--- config.mk ---
export PLATFORM = sky130hd
export DESIGN_NAME = pcie_load_scheduler
export DESIGN_NICKNAME = d
export VERILOG_FILES = /design/src/rtl/pcie_load_scheduler.sv
export SDC_FILE = /design/constraint.sdc
export NUM_CORES = 1
export LEC_CHECK = 0
export CORE_ASPECT_RATIO = 1.1
export CORE_MARGIN = 10
export CORE_UTILIZATION = 50
export DETAILED_ROUTE_END_ITERATION = 16
export GPL_ROUTABILITY_DRIVEN = 0
export GPL_TIMING_DRIVEN = 1
export HOLD_SLACK_MARGIN = 0.15
export PLACE_DENSITY = 0.74
export REMOVE_ABC_BUFFERS = 1
export SKIP_LAST_GASP = 1
export SYNTH_ARGS = -nofsm -noshare
export SYNTH_HDL_FRONTEND = slang
export SYNTH_SLANG_ARGS = --single-unit
--- constraint.sdc ---
create_clock -name clk -period 8.7 [get_ports clk]
set_input_delay 1.74 -clock clk [delete_from_list [all_inputs] [get_ports clk]]
set_output_delay 1.74 -clock clk [all_outputs]
set_load 0.005 [all_outputs]
--- src/rtl/pcie_load_scheduler.sv ---
// pcie_load_scheduler: sequences one per-layer parameter load from the PCIe stream,
// first into the bias RAM, then into the weight RAM, after clearing both RAMs.
// Latency: loadStart -> first write 2 cycles (CLEAR, first BIAS cycle); last word -> loadDone 1 cycle.
// Backpressure: pcieReady drops while the active RAM is full or ena=0; the source holds its word.
//
// Ports:
//   clk, rst                      clock (rising edge), asynchronous active-high reset
//   ena                           run enable; 0 freezes state/counters and blocks transfers
//   loadStart/loadLayer           load request plus layer index (latched on accept)
//   biasCount/weightCount         word counts for the two phases (latched on accept)
//   pcieValid, biasFull, weightFull   stream valid and RAM full flags
//   pcieReady, biasWriteEn, weightWriteEn   combinational handshake / write strobes
//   biasRst, weightRst            registered 1-cycle RAM clears
//   curLayer, loadBusy, loadDone, pcieDataReady, startDropped   status
module pcie_load_scheduler #(
  parameter int CNT_W = 20
) (
  input  logic             clk,
  input  logic             rst,
  input  logic             ena,
  input  logic             loadStart,
  input  logic [3:0]       loadLayer,
  input  logic [CNT_W-1:0] biasCount,
  input  logic [CNT_W-1:0] weightCount,
  input  logic             pcieValid,
  input  logic             biasFull,
  input  logic             weightFull,
  output logic             pcieReady,
  output logic             biasWriteEn,
  output logic             weightWriteEn,
  output logic             biasRst,
  output logic             weightRst,
  output logic [3:0]       curLayer,
  output logic             loadBusy,
  output logic             loadDone,
  output logic             pcieDataReady,
  output logic             startDropped
);

  typedef enum logic [2:0] {
    IDLE   = 3'd0,
    CLEAR  = 3'd1,
    BIAS   = 3'd2,
    WEIGHT = 3'd3,
    DONE   = 3'd4
  } state_t;

  state_t           state;
  state_t           state_nx;
  logic [CNT_W-1:0] cnt;
  logic [CNT_W-1:0] cnt_nx;
  logic [CNT_W-1:0] bias_len;
  logic [CNT_W-1:0] weight_len;
  logic             accept;
  logic             clr_q;
  logic             drop_q;
  logic             ready_q;

  // Compare against len-1 rather than incrementing and comparing to len, so an
  // all-ones count never needs a counter value beyond CNT_W bits.
  always_comb begin
    state_nx      = state;
    cnt_nx        = cnt;
    accept        = 1'b0;
    pcieReady     = 1'b0;
    biasWriteEn   = 1'b0;
    weightWriteEn = 1'b0;
    loadDone      = 1'b0;
    if (ena) begin
      case (state)
        IDLE: begin
          if (loadStart) begin
            accept   = 1'b1;
            state_nx = CLEAR;
          end
        end
        CLEAR: begin
          cnt_nx = '0;
          if (bias_len != '0)        state_nx = BIAS;
          else if (weight_len != '0) state_nx = WEIGHT;
          else                       state_nx = DONE;
        end
        BIAS: begin
          pcieReady = ~biasFull;
          if (pcieValid && !biasFull) begin
            biasWriteEn = 1'b1;
            if (cnt == bias_len - CNT_W'(1)) begin
              cnt_nx   = '0;
              state_nx = (weight_len != '0) ? WEIGHT : DONE;
            end else begin
              cnt_nx = cnt + CNT_W'(1);
            end
          end
        end
        WEIGHT: begin
          pcieReady = ~weightFull;
          if (pcieValid && !weightFull) begin
            weightWriteEn = 1'b1;
            if (cnt == weight_len - CNT_W'(1)) begin
              cnt_nx   = '0;
              state_nx = DONE;
            end else begin
              cnt_nx = cnt + CNT_W'(1);
            end
          end
        end
        DONE: begin
          loadDone = 1'b1;
          state_nx = IDLE;
        end
        default: state_nx = IDLE;
      endcase
    end
  end

  always_ff @(posedge clk or posedge rst) begin
    if (rst) begin
      state      <= IDLE;
      cnt        <= '0;
      bias_len   <= '0;
      weight_len <= '0;
      curLayer   <= '0;
      clr_q      <= 1'b0;
      drop_q     <= 1'b0;
      ready_q    <= 1'b0;
    end else begin
      state  <= state_nx;
      cnt    <= cnt_nx;
      // The clear pulse lands in the CLEAR cycle because it is registered on accept.
      clr_q  <= accept;
      drop_q <= ena & loadStart & (state != IDLE);
      if (accept) begin
        bias_len   <= biasCount;
        weight_len <= weightCount;
        curLayer   <= loadLayer;
        ready_q    <= 1'b0;
      end else if (state != DONE && state_nx == DONE) begin
        // Set on entry so the level is already high during the loadDone cycle.
        ready_q <= 1'b1;
      end
    end
  end

  assign biasRst       = clr_q;
  assign weightRst     = clr_q;
  assign startDropped  = drop_q;
  assign pcieDataReady = ready_q;
  assign loadBusy      = (state != IDLE);

endmodule

Word-level counts from Yosys, hierarchy flattened
Index checks and enable logic that the tools add are counted.
- $add $sub $neg: 3
- magnitude comparators: 0
- muxes and demuxes: 29
- eq/ne operators: 10
- reduce and logical (&&, ||, !) cells: 12
- div/mod/pow operators: 0
- shift operators: 0
- bitwise gates (word level): 4
- $mul: 0
- operators by type and width (operator ; count):
    $mux W20 ; 4
    $pmux W20 S3 ; 1
    $eq A20 B20 Y1 ; 2
    $reduce_bool A20 Y1 ; 2
    $sub A20 B1 Y20 const B ; 2
    $mux W3 ; 8
    $add A20 B1 Y20 const B ; 1
    $mux W1 ; 14
    $pmux W3 S4 ; 1
    $eq A3 B2 Y1 const B ; 2
    $eq A3 B3 Y1 const B ; 2
    $reduce_bool A3 Y1 ; 2
    $ne A2 B2 Y1 const B ; 2
    $reduce_and A4 Y1 ; 1
    $eq A3 B1 Y1 const B ; 1
    $logic_and A1 B1 Y1 ; 3
    $logic_not A3 Y1 ; 1
    $ne A3 B3 Y1 const B ; 1
    $and A1 B1 Y1 ; 2
    $logic_not A1 Y1 ; 2
    $not A1 Y1 ; 2
    $pmux W1 S2 ; 1
    $reduce_bool A2 Y1 ; 1
- memories kept: 0
- output and inout port bits: 13
- memory bits (read-only): 0
- register bits: 70
- bits in writable memories: 0
- logic and storage cells: 66
- input port bits: 51
- latch bits: 0

Logic depth before layout (Yosys ltp)
- depth in word-level cells: 10
- mapped depth: 12

Least setup slack after synthesis
OpenSTA, ideal clock, no wires.
- kind: input -> output
- start: input port biasFull
- end: output port pcieReady
- stages: 2
- data arrival time: 2.274 ns
- path slack: 4.686 ns
- cells stage by stage: nor2b_1 > a2111oi_0
- word-level cells in the longest chain between the ends: 3
- RTL lines (item ; line ; text):
    start, declared ; 26 ; input logic biasFull,
    $not A1 Y1 ; 84 ; pcieReady = ~biasFull;
    $pmux W1 S2 ; 70 ; case (state)
    $mux W1 ; 69 ; if (ena) begin
    end, declared ; 28 ; output logic pcieReady,
Every way passes these cells.

Worst setup path after layout
- start: input port ena
- end: output port pcieReady
- word-level cells in the longest chain between the ends: 1
- RTL lines (item ; line ; text):
    start, declared ; 20 ; input logic ena,
    $mux W1 ; 69 ;
Every way passes these cells.

==> impl_metrics.toml <==
[timing]
setup_ws_ns = 3.52
rsz0062_at_grt = "no"
slew_viol_final = 0
min_period_ns = 5.18
worstMarginPinSlew_ns = 0.894
fin_crit_sh_pct = 59.5
relSlewSlack_pct = 39.8
hold_viol_final = 0
finClkSkew_ns = 0.00526
finalSetupViolations = 0
setup_tns_ns = 0
fmax_mhz = 193

[cts]
cts_resized = 0
cts_hold_buf = 0
path_clk_slew_ns = 0.07
cts_setup_buffers = 0
cts_tree = "yes"
cts_sinks = 70
cts_buffers = 9
clockBufferDepth = 2
clock_latency_ns = 0.35
h-tree-depth = 3
clock-root-buffer = "clkbuf_8"

[yosys]
synth-warning-count = 0
ys_types = 68
synth_edf_count = 0
yosys-top-cells-area = "dfrtp_1 (38%), mux2_2 (9.5%), xnor2_1 (7.4%)"
yosysTopAreaCell = "dfrtp_1"
avgSynthCellArea_um2 = 9.55
synth_area_um2 = 4610
synth-seq-cells = 70
async_flop_share_pct = 100
synth_top_area_share_pct = 38.0
syn-instance-count = 483
yosysSeqAreaShare_pct = 38.0
synth_ff_type = "dfrtp_1"

[min_path]
worstHoldStart = "curLayer[1]"
hp-class = "reg -> reg"

[floorplan]
io_pins = 64
fp.dieW_um = 112
start_util_pct = 51.7
rows = 36
core_um2 = 8920
die_h_um = 121
die_area_um2 = 13500

[global_route]
globalRouteMet1Util_pct = 19.8
grt_first_pass_wirelength_um = 19000
busiest_layer = "met2"
grt_pass1_vias = 3962
use_met2_pct = 29.3
grtUsageMet3_pct = 2.57
antenna_found_initial = 0
grt_usage_pct = 16.7
grt_max_degree = 71
grt_overflow = 0

[critical_path]
cpMaxStageDelayCell = "clkdlybuf4s50_1"
r2r-start = "weight_len[7]"
crit_chain = "clkdlybuf4s50_1 > nand2_1 > a2111oi_0 > clkdlybuf4s50_1"
end_kind = "primary output"
critPathRequiredTime_ns = 6.96
critPathArrivalTime_ns = 3.44
cp_max_fo = 5
cpMostUsedCell = "clkdlybuf4s50_1"
worstSetupPathType = "in -> out"
cpPeakStageDelay_ns = 0.60
critPathTopFamily = "buffers and inverters"
crit_buf_inv = 2
cp-startpoint = "ena"
critPathLaunchType = "input pin"

[cells_and_area]
nets = 587
multiInputGateArea_um2 = 2670
drive_gt1_share_pct = 14.6
area_growth_pct = 18.2
diodes = 0
final_cell_area_um2 = 5450
layout_common_cells = "dfrtp_1 (70), clkdlybuf4s50_1 (63), mux2_2 (39), xnor2_1 (39), nand2_1 (35)"
nFillCells = 798
layout_commonest_cell = "dfrtp_1"
seq_area_um2 = 1750

[power_and_ir_drop]
peakVddDrop_uv = 138
p_per_area_nw_per_um2 = 285
leakagePower_nw = 2.19

[drt]
drt_wl_total_um = 11200
drc_errors = 0
firstDrtPassIters = 5
vias_per_cell = 5.93
routed-via-count = 3857
drtIter0Drc = 309
post_drt_wl_per_cell_um = 17.2
antenna_left = 0

[placed_design]
pre_cts_slack_ns = 3.59
place_area_um2 = 5290
port_buffers = 63
dpl.hpwl_um = 8360

[flow_run]
max_cap_violations = 0

[status]
status = "finished, final reports clean"
==> stage by stage <==
stage / power (mW) / hold slack, ns / utilization (%) / instances
finish: 1.55 / 0.510 / 61.1 / 650
global route: 1.68 / 0.539 / 61.1 / 650
CTS: 1.56 / 0.515 / 61.1 / 650
detailed placement: 1.33 / 0.499 / 59.3 / 636
global placement: 1.29 / 0.490 / 59.3 / 636
floorplan: 1.11 / 0.506 / - / 454
==> where the power goes <==
part	internal [mW]	switching (mW)	total, mW
registers	0.443	0.185	0.628
logic	0.368	0.331	0.698
clock network	0.107	0.119	0.226
==> per-layer routing <==
metal	up-vias	wire length (um)
met4	0	312
met3	26	498
met1	1860	4710
met2	124	5680
met5	-	0
li1	1847	-
==> worst paths after layout <==
kind | to | slack, ns | depth (start not counted)
max | pcieReady | 3.52 | 4
min | curLayer[1] | 0.51 | 1
max reg2reg | cnt[15] | 5.27 | 8
min reg2reg | curLayer[1] | 0.51 | 1
max in group asynchronous | cnt[4] | 6.12 | 3
min in group asynchronous | bias_len[13] | 1.98 | 3
==> synthesized netlist by cell type (3+ instances only) <==
master     instances
a2111oi_0          3
a21oi_1            8
a221o_1            4
a31oi_1            5
and3_1             9
buf_2              4
clkbuf_1          21
dfrtp_1           70
ha_1               3
inv_1             15
mux2_2            39
mux2i_1            3
nand2_1           35
nand3_1           17
nand3b_1           3
nand4_1           11
nand4b_1           6
nor2_1            28
nor2b_1            8
nor3_1            19
nor4_1            13
o211ai_1           3
o21a_1            12
o21ai_0           16
o31ai_1            5
or2_2              4
or3_1              7
or4_1              3
xnor2_1           39
xor2_1            23
==> worst reg2reg max path, cell delays in order (launching register included) <==
cell and delay (ns):
dfrtp_1 0.48, nor4_1 0.78, nand4b_1 0.32, a2111oi_0 0.59, o22ai_1 0.19, a211oi_2 0.18, a32o_2 0.34, nor2_4 0.13
a221o_1 0.31
==> cell families after synthesis <==
logic type,count (synthesis),share of synthesized area [%]
AO/OA/AOI/OAI,82,13.1
XOR/XNOR,63,12.3
adder cells (fa/ha/maj),3,0.814
buffers and inverters,44,4.18
flip-flops,70,38.0
multiplexers,42,10.2
AND/OR/NAND/NOR,179,21.4
==> registers in the layout, summed over array words and instances (netlist names) <==
signal         count
cnt               20
curLayer           4
bias_len          20
biasRst            1
state              3
weight_len        20
startDropped       1
pcieDataReady      1
==> layout make-up <==
type	instances	share of cell area, %
clock buffers	12	2.66
flip-flops and latches	70	32.2
inverters	15	1.03
clock inverters	2	0.184
well taps	114	2.62
repair buffers	68	12.3
multi-input cells	369	49.1
No activity file was read; power rests on OpenSTA's default activity.
